## config.mk

```make
export PLATFORM = sky130hd
export DESIGN_NAME = serial_tx_flat
export DESIGN_NICKNAME = d
export VERILOG_FILES = /design/src/rtl/serial_pkg.sv /design/src/rtl/serial_if.sv /design/src/rtl/serial_fifo.sv /design/src/rtl/serial_tx.sv /design/src/flat_wrapper.sv
export SDC_FILE = /design/constraint.sdc
export NUM_CORES = 1
export LEC_CHECK = 0
export CORE_AREA = 2 2 134 110
export CTS_BUF_LIST = sky130_fd_sc_hd__clkbuf_8
export CTS_CLUSTER_SIZE = 16
export DETAILED_ROUTE_END_ITERATION = 8
export DIE_AREA = 0 0 136 112
export GPL_ROUTABILITY_DRIVEN = 0
export MAX_ROUTING_LAYER = met4
export PLACE_DENSITY = 0.79
export REMOVE_ABC_BUFFERS = 1
export SYNTH_ARGS = -nofsm -noshare
export SYNTH_HDL_FRONTEND = slang
export SYNTH_HIERARCHICAL = 1
export SYNTH_SLANG_ARGS = --single-unit
export TNS_END_PERCENT = 1
```

## constraint.sdc

```tcl
create_clock -name clock -period 5.8 [get_ports clock]
set_input_delay 0.87 -clock clock [delete_from_list [all_inputs] [get_ports clock]]
set_output_delay 0.87 -clock clock [all_outputs]
set_load 0.005 [all_outputs]
```

## src/rtl/serial_pkg.sv

```systemverilog
// Shared types and constants for the memory-mapped serial transmitter.
package serial_pkg;

  typedef enum logic [2:0] {
    IDLE   = 3'd0,
    START  = 3'd1,
    DATA   = 3'd2,
    PARITY = 3'd3,
    STOP   = 3'd4
  } tx_state_t;

  localparam logic [1:0] REG_DATA   = 2'd0;
  localparam logic [1:0] REG_STATUS = 2'd1;

  localparam int ST_FULL  = 0;
  localparam int ST_EMPTY = 1;
  localparam int ST_BUSY  = 2;
  localparam int ST_OVF   = 3;
  localparam int ST_PAR   = 4;

  // Clocks per bit, rounded to nearest.
  function automatic int calc_div(input int clk_hz, input int baud);
    return (clk_hz + baud / 2) / baud;
  endfunction

endpackage

```

## src/rtl/serial_if.sv

```systemverilog
// CPU data-memory bus slice seen by the serial port (already qualified by the Mmu sel decode).
// Handshake: a store acts on every clock edge where sel&we; a load on every edge where sel&re,
// with dout valid from the following edge and held until the next load. No backpressure.
interface serial_if;
  logic        sel;
  logic        we;
  logic        re;
  logic [31:0] addr;
  logic [31:0] din;
  logic [31:0] dout;

  modport master (output sel, we, re, addr, din, input dout);
  modport slave  (input sel, we, re, addr, din, output dout);
endinterface

```

## src/rtl/serial_fifo.sv

```systemverilog
// Synchronous FIFO with show-ahead read data; DEPTH must be a power of two.
module serial_fifo #(
  parameter int WIDTH = 8,
  parameter int DEPTH = 16
) (
  input  logic             clock,
  input  logic             reset,
  input  logic             push,
  input  logic [WIDTH-1:0] wdata,
  input  logic             pop,
  output logic [WIDTH-1:0] rdata,
  output logic             full,
  output logic             empty
);

  localparam int AW = $clog2(DEPTH);

  // One extra pointer bit separates full from empty when the indices match.
  logic [AW:0]      wr_ptr;
  logic [AW:0]      rd_ptr;
  logic [WIDTH-1:0] mem [DEPTH];

  assign empty = (wr_ptr == rd_ptr);
  assign full  = (wr_ptr[AW] != rd_ptr[AW]) && (wr_ptr[AW-1:0] == rd_ptr[AW-1:0]);
  assign rdata = mem[rd_ptr[AW-1:0]];

  always_ff @(posedge clock) begin
    if (reset) begin
      wr_ptr <= '0;
      rd_ptr <= '0;
    end else begin
      if (push && !full) wr_ptr <= wr_ptr + 1'b1;
      if (pop && !empty) rd_ptr <= rd_ptr + 1'b1;
    end
  end

  always_ff @(posedge clock) begin
    if (push && !full) mem[wr_ptr[AW-1:0]] <= wdata;
  end

endmodule

```

## src/rtl/serial_tx.sv

```systemverilog
// UART transmitter: DATA/STATUS register decode, TX FIFO and 8N1 framer.
// Define SERIAL_PARITY_EN to insert an even-parity bit (8E1 framing).
module serial_tx
  import serial_pkg::*;
#(
  parameter int CLK_HZ     = 50000000,
  parameter int BAUD       = 115200,
  parameter int FIFO_DEPTH = 16
) (
  input  logic      clock,
  input  logic      reset,
  serial_if.slave   bus,
  output logic      tx,
  output tx_state_t state_dbg
);

  localparam int DIV = calc_div(CLK_HZ, BAUD);
  localparam int CW  = (DIV > 2) ? $clog2(DIV) : 1;
  localparam logic [CW-1:0] BIT_LAST = CW'(DIV - 1);

`ifdef SERIAL_PARITY_EN
  localparam logic      PAR_EN     = 1'b1;
  localparam tx_state_t AFTER_DATA = PARITY;
`else
  localparam logic      PAR_EN     = 1'b0;
  localparam tx_state_t AFTER_DATA = STOP;
`endif

  logic [1:0]  reg_sel;
  logic        wr_data;
  logic        rd_any;
  logic        rd_status;
  logic [31:0] status;
  logic [31:0] dout_q;
  logic        ovf_q;
  logic        unused_bits;

  logic        pop;
  logic [7:0]  fifo_rdata;
  logic        fifo_full;
  logic        fifo_empty;

  tx_state_t   state, state_n;
  logic [7:0]  sh, sh_n;
  logic [CW-1:0] cnt, cnt_n;
  logic [2:0]  idx, idx_n;
  logic        tx_n;
  logic        par_bit;

  assign reg_sel     = bus.addr[3:2];
  assign wr_data     = bus.sel && bus.we && (reg_sel == REG_DATA);
  assign rd_any      = bus.sel && bus.re;
  assign rd_status   = rd_any && (reg_sel == REG_STATUS);
  assign unused_bits = ^{bus.addr[31:4], bus.addr[1:0], bus.din[31:8]};
  assign bus.dout    = dout_q;
  assign state_dbg   = state;

  serial_fifo #(.WIDTH(8), .DEPTH(FIFO_DEPTH)) u_fifo (
    .clock (clock),
    .reset (reset),
    .push  (wr_data),
    .wdata (bus.din[7:0]),
    .pop   (pop),
    .rdata (fifo_rdata),
    .full  (fifo_full),
    .empty (fifo_empty)
  );

  always_comb begin
    status           = '0;
    status[ST_FULL]  = fifo_full;
    status[ST_EMPTY] = fifo_empty;
    status[ST_BUSY]  = (state != IDLE);
    status[ST_OVF]   = ovf_q;
    status[ST_PAR]   = PAR_EN;
  end

  // A STATUS load reports the pre-edge overflow and clears it, unless a new drop lands on the same edge.
  always_ff @(posedge clock) begin
    if (reset) begin
      dout_q <= '0;
      ovf_q  <= 1'b0;
    end else begin
      if (rd_any) dout_q <= rd_status ? status : 32'd0;
      ovf_q <= (wr_data && fifo_full) || (ovf_q && !rd_status);
    end
  end

`ifdef SERIAL_PARITY_EN
  logic par_q, par_n;
  assign par_bit = par_q;
  always_ff @(posedge clock) begin
    if (reset) par_q <= 1'b0;
    else       par_q <= par_n;
  end
`else
  assign par_bit = 1'b1;
`endif

  always_ff @(posedge clock) begin
    if (reset) begin
      state <= IDLE;
      sh    <= '0;
      cnt   <= '0;
      idx   <= '0;
      tx    <= 1'b1;
    end else begin
      state <= state_n;
      sh    <= sh_n;
      cnt   <= cnt_n;
      idx   <= idx_n;
      tx    <= tx_n;
    end
  end

  always_comb begin
    state_n = state;
    sh_n    = sh;
    cnt_n   = cnt;
    idx_n   = idx;
    pop     = 1'b0;
    tx_n    = 1'b1;
`ifdef SERIAL_PARITY_EN
    par_n   = par_q;
`endif
    case (state)
      IDLE: begin
        if (!fifo_empty) begin
          pop     = 1'b1;
          sh_n    = fifo_rdata;
          cnt_n   = BIT_LAST;
          state_n = START;
`ifdef SERIAL_PARITY_EN
          par_n   = ^fifo_rdata;
`endif
        end
      end
      START: begin
        if (cnt == '0) begin
          cnt_n   = BIT_LAST;
          idx_n   = '0;
          state_n = DATA;
        end else cnt_n = cnt - 1'b1;
      end
      DATA: begin
        if (cnt == '0) begin
          cnt_n = BIT_LAST;
          sh_n  = sh >> 1;
          idx_n = idx + 1'b1;
          if (idx == 3'd7) state_n = AFTER_DATA;
        end else cnt_n = cnt - 1'b1;
      end
      PARITY: begin
        if (cnt == '0) begin
          cnt_n   = BIT_LAST;
          state_n = STOP;
        end else cnt_n = cnt - 1'b1;
      end
      STOP: begin
        if (cnt == '0) begin
          cnt_n   = BIT_LAST;
          state_n = IDLE;
        end else cnt_n = cnt - 1'b1;
      end
      default: state_n = IDLE;
    endcase

    // tx is registered from the next state so the line changes exactly on state edges.
    case (state_n)
      IDLE:    tx_n = 1'b1;
      START:   tx_n = 1'b0;
      DATA:    tx_n = sh_n[0];
      PARITY:  tx_n = par_bit;
      STOP:    tx_n = 1'b1;
      default: tx_n = 1'b1;
    endcase
  end

endmodule

```

## src/flat_wrapper.sv

```systemverilog
// flat-port wrapper written by rule: the top's interface ports become plain ports
module serial_tx_flat import serial_pkg::*;
#(
  parameter int CLK_HZ     = 50000000,
  parameter int BAUD       = 115200,
  parameter int FIFO_DEPTH = 16
)
  (clock, reset, tx, state_dbg, bus_sel, bus_we, bus_re, bus_addr, bus_din, bus_dout);
  serial_if bus_i ();
  input  logic clock;
  input  logic reset;
  output logic tx;
  output tx_state_t state_dbg;
  input wire logic [$bits(bus_i.sel)-1:0] bus_sel;
  input wire logic [$bits(bus_i.we)-1:0] bus_we;
  input wire logic [$bits(bus_i.re)-1:0] bus_re;
  input wire logic [$bits(bus_i.addr)-1:0] bus_addr;
  input wire logic [$bits(bus_i.din)-1:0] bus_din;
  output wire logic [$bits(bus_i.dout)-1:0] bus_dout;
  assign bus_i.sel = bus_sel;
  assign bus_i.we = bus_we;
  assign bus_i.re = bus_re;
  assign bus_i.addr = bus_addr;
  assign bus_i.din = bus_din;
  assign bus_dout = bus_i.dout;
  serial_tx #(.CLK_HZ(CLK_HZ), .BAUD(BAUD), .FIFO_DEPTH(FIFO_DEPTH)) u_core (.clock(clock), .reset(reset), .bus(bus_i), .tx(tx), .state_dbg(state_dbg));
endmodule
```

==> Implementation_results.wiki <==
{| class="wikitable"
! Metric !! Value
|-
| Asr flop ratio synth || 0%
|-
| Final setup fails || 0
|-
| Main area contributors after synthesis || sky130_fd_sc_hd__edfxtp_1 (52%), sky130_fd_sc_hd__dfxtp_1 (12%), sky130_fd_sc_hd__mux4_1 (11%), sky130_fd_sc_hd__buf_4 (2.8%), sky130_fd_sc_hd__mux4_2 (2.4%)
|-
| IO Port Bufs || 22
|-
| Peak VDD IR || 0.000243 V
|-
| DR WL/cell || 20.6 um
|-
| Arrival time at the worst endpoint || 3460 ps
|-
| First-iteration detailed-routing DRC count || 545
|-
| Die height || 112 um
|-
| Largest clock skew in the final design || 15.2 ps
|-
| First-pass GRT wire length || 22,700 um
|-
| Critical path required time || 6130 ps
|-
| Post-synthesis instance area || 7440 sq um
|-
| Cell taking the most area after synthesis || sky130_fd_sc_hd__edfxtp_1
|-
| Standard cell core area || 14,000 sq um
|-
| Number of remaining DRC errors || 0
|-
| Measured slew at the worst slew-check pin || 1170 ps
|-
| Via count of the first global-routing pass || 4,080
|-
| Result of the run || complete, no violations
|-
| Multi-input gate area || 2470 sq um
|-
| Share of layout cells above drive strength 1 || 11.8%
|-
| Leading cell types in the layout, fill and taps excluded || sky130_fd_sc_hd__edfxtp_1 (128), sky130_fd_sc_hd__dfxtp_1 (43), sky130_fd_sc_hd__mux4_1 (32)
|-
| Max capacitance violation total || 0
|-
| Net switching component of the power || 0.000744 W
|-
| Final HPWL from detailed placement || 9070 um
|-
| Gate Count Post-Synth || 472
|-
| Max-slew violation count || 0
|-
| CTS hold repair buffers || 0
|-
| Clock tree from TritonCTS || built
|-
| Minimum hold slack || 456 ps
|-
| Sequential fraction of design power || 53.8%
|-
| Number of clock sinks || 171
|-
| Number of cell rows || 39
|-
| Final number of hold-violating endpoints || 0
|-
| Maximum single-stage delay on the critical path || 1110 ps
|-
| Clock power share || 32.4%
|-
| Most common cell after layout, fill and taps aside || sky130_fd_sc_hd__edfxtp_1
|-
| Total number of H-tree levels || 4
|-
| Vias/cell || 6.09
|-
| Setup repair after global routing missed its margin || no
|-
| Cells resized by post-CTS repair || 0
|-
| Number of nets in the layout || 575
|-
| Worst path cell trace || mux4_1 -> mux4_2 -> nor4_1 -> o21ai_0 -> nand4_1 -> o21a_1 -> o221ai_2
|-
| Worst Setup End Kind || register
|-
| Setup Fix Bufs, Post-CTS || 0
|-
| Comb pwr share || 13.8%
|-
| Post-Place Worst Slack || 2490 ps
|-
| Number of synthesized register bits || 171
|-
| Antenna cell count || 0
|-
| Share of the synthesized area in the top cell type || 51.7%
|-
| Proportion of synthesized chip area in sequential cells || 63.3%
|-
| Average footprint of a synthesized cell || 15.8 sq um
|-
| IO Count || 105
|-
| Fill cell total of the finished layout || 1,027
|-
| TritonCTS buffer count || 17
|-
| Library cells used by synthesis || 54
|-
| Post-detailed-route count of antenna-violating nets || 0
|-
| Worst-path cell with the longest stage delay || sky130_fd_sc_hd__dfxtp_1
|-
| Clock-pin transition on the worst setup and hold timing paths || 100 ps
|-
| Final global-route overflow total || 0
|-
| Hold path startpoint || u_core/sh[1]$_SDFFE_PP0P_
|-
| Kind of critical path || reg2reg
|-
| Initial antenna violation count || 0
|-
| Maximum number of buffers from clock root to sink || 2
|-
| Effective utilization at floorplan || 53.3%
|-
| All-layer global routing usage || 20.6%
|-
| Post-synthesis to final-layout area growth || 9.14%
|-
| Number of synthesized flops with an enable pin || 128
|-
| Period utilization || 54.0%
|-
| Power density relative to cell area || 322 nW/um^2
|-
| Clock latency of the later-clocked register in the worst-skew pair || 450 ps
|-
| Register Area || 4700 sq um
|-
| Cell at the root of the clock tree || sky130_fd_sc_hd__clkbuf_8
|-
| Worst Setup Slack, final || 2670 ps
|-
| Total detailed-routing wirelength || 14,300 um
|-
| Switching part of the total || 28.5%
|-
| TNS Setup || 0 ps
|-
| Die outline width || 136 um
|-
| Final core area utilization || 58.2%
|-
| Maximum fanout count along the critical path || 20
|-
| Leak pwr || 2.73 nW
|-
| Worst max-slew margin expressed relative to the limit || 21.7%
|-
| Die area || 15,200 sq um
|-
| Setup crit start kind || register
|-
| Worst hold path type || reg2reg
|-
| Final Critical Period || 3130 ps
|-
| Most used flip-flop cell after synthesis || sky130_fd_sc_hd__edfxtp_1
|-
| Total of warnings raised by yosys || 6
|-
| Buf/Inv on CP || 0
|-
| Internal power summed over all cells || 0.00187 W
|-
| First drt pass iteration count || 8
|-
| Pin count of the biggest net entering global routing || 45
|-
| Max Clock Freq || 319 MHz
|-
| Via count || 4,224
|-
| Largest delay contributor family on the critical path || multiplexers
|}
-- worst min-delay path, delay by kind of cell, from the launching register on --
kind            cells  cell delay [ps]
simple gates        1               50
compound gates      1               50
flops               1              320
-- layer usage --
metal  vias to the layer above  track usage, %  share of wire (%)
met3                        18            4.87                6.8
met2                       203            32.3                 50
met1                      2128            27.9                 42
met5                         -               -                  0
li1                       1875               -                  -
met4                         0            4.24                1.1
-- layout make-up --
class | instances | area share, %
timing repair buffer | 28 | 3.27
sequential | 171 | 58.0
inverter | 10 | 0.462
multi-input combinational | 269 | 30.4
clock buffer | 17 | 2.88
clock inverter | 15 | 2.14
tap | 184 | 2.84
-- path summary, 6_finish.rpt --
kind	slack, ps	to	depth (start not counted)
max	2670	u_core/tx$_SDFF_PP1_	7
min	460	u_core/sh[1]$_SDFFE_PP0P_	2
max reg2reg	2670	u_core/tx$_SDFF_PP1_	7
min reg2reg	460	u_core/sh[1]$_SDFFE_PP0P_	2
-- Yosys cell counts (3+ instances only) --
cell and n:
sky130_fd_sc_hd__a211oi_1 5, sky130_fd_sc_hd__a21oi_1 23, sky130_fd_sc_hd__a22oi_1 11, sky130_fd_sc_hd__a311o_1 4, sky130_fd_sc_hd__a31oi_1 3, sky130_fd_sc_hd__and3_1 17, sky130_fd_sc_hd__buf_2 3, sky130_fd_sc_hd__buf_4 28
sky130_fd_sc_hd__buf_6 3, sky130_fd_sc_hd__clkbuf_1 12, sky130_fd_sc_hd__dfxtp_1 43, sky130_fd_sc_hd__edfxtp_1 128, sky130_fd_sc_hd__ha_1 9, sky130_fd_sc_hd__inv_1 9, sky130_fd_sc_hd__mux2_2 7, sky130_fd_sc_hd__mux2i_1 3
sky130_fd_sc_hd__mux4_1 32, sky130_fd_sc_hd__mux4_2 8, sky130_fd_sc_hd__nand2_1 14, sky130_fd_sc_hd__nand3_1 4, sky130_fd_sc_hd__nand4_1 9, sky130_fd_sc_hd__nor2_1 31, sky130_fd_sc_hd__nor2b_1 5, sky130_fd_sc_hd__nor3_1 8
sky130_fd_sc_hd__nor4_1 4, sky130_fd_sc_hd__o21ai_0 4, sky130_fd_sc_hd__xnor2_1 10, sky130_fd_sc_hd__xor2_1 4
-- cell families after synthesis --
group | after synthesis | synth area share (%)
mux | 50 | 15.2
fa+ha+maj | 9 | 1.51
simple gates | 105 | 7.50
xor+xnor | 14 | 1.65
other cells | 1 | 0.0504
buf+inv | 59 | 4.96
compound gates | 63 | 5.87
flops | 171 | 63.3
-- power by group through the flow --
stage | Combinational [W] | Clock (W) | Sequential (W)
after floorplan | 0.000250 | 0 | 0.00142
after global placement | 0.000336 | 0 | 0.00143
after detailed placement | 0.000354 | 0 | 0.00143
after CTS | 0.000359 | 0.000861 | 0.00140
after global routing | 0.000398 | 0.000923 | 0.00141
final | 0.000362 | 0.000846 | 0.00141
-- sequential cells by signal, summed over array words and instances, names as in the netlist, named ones only --
name / count
u_core/bus.dout: 4
u_core/cnt: 9
u_core/idx: 3
u_core/ovf_q: 1
u_core/sh: 8
u_core/state_dbg: 3
u_core/tx: 1
u_core/u_fifo/mem: 128
u_core/u_fifo/rd_ptr: 5
u_core/u_fifo/wr_ptr: 5
-- per-stage QoR --
step                cell area (sq um)  cells  total power [W]
floorplan                        7210    450          0.00167
global placement                 7710    662          0.00176
detailed placement               7710    662          0.00179
CTS                              8120    694          0.00262
global route                     8120    694          0.00273
finish                           8120    694          0.00261
(Power assumes the default switching activity.)
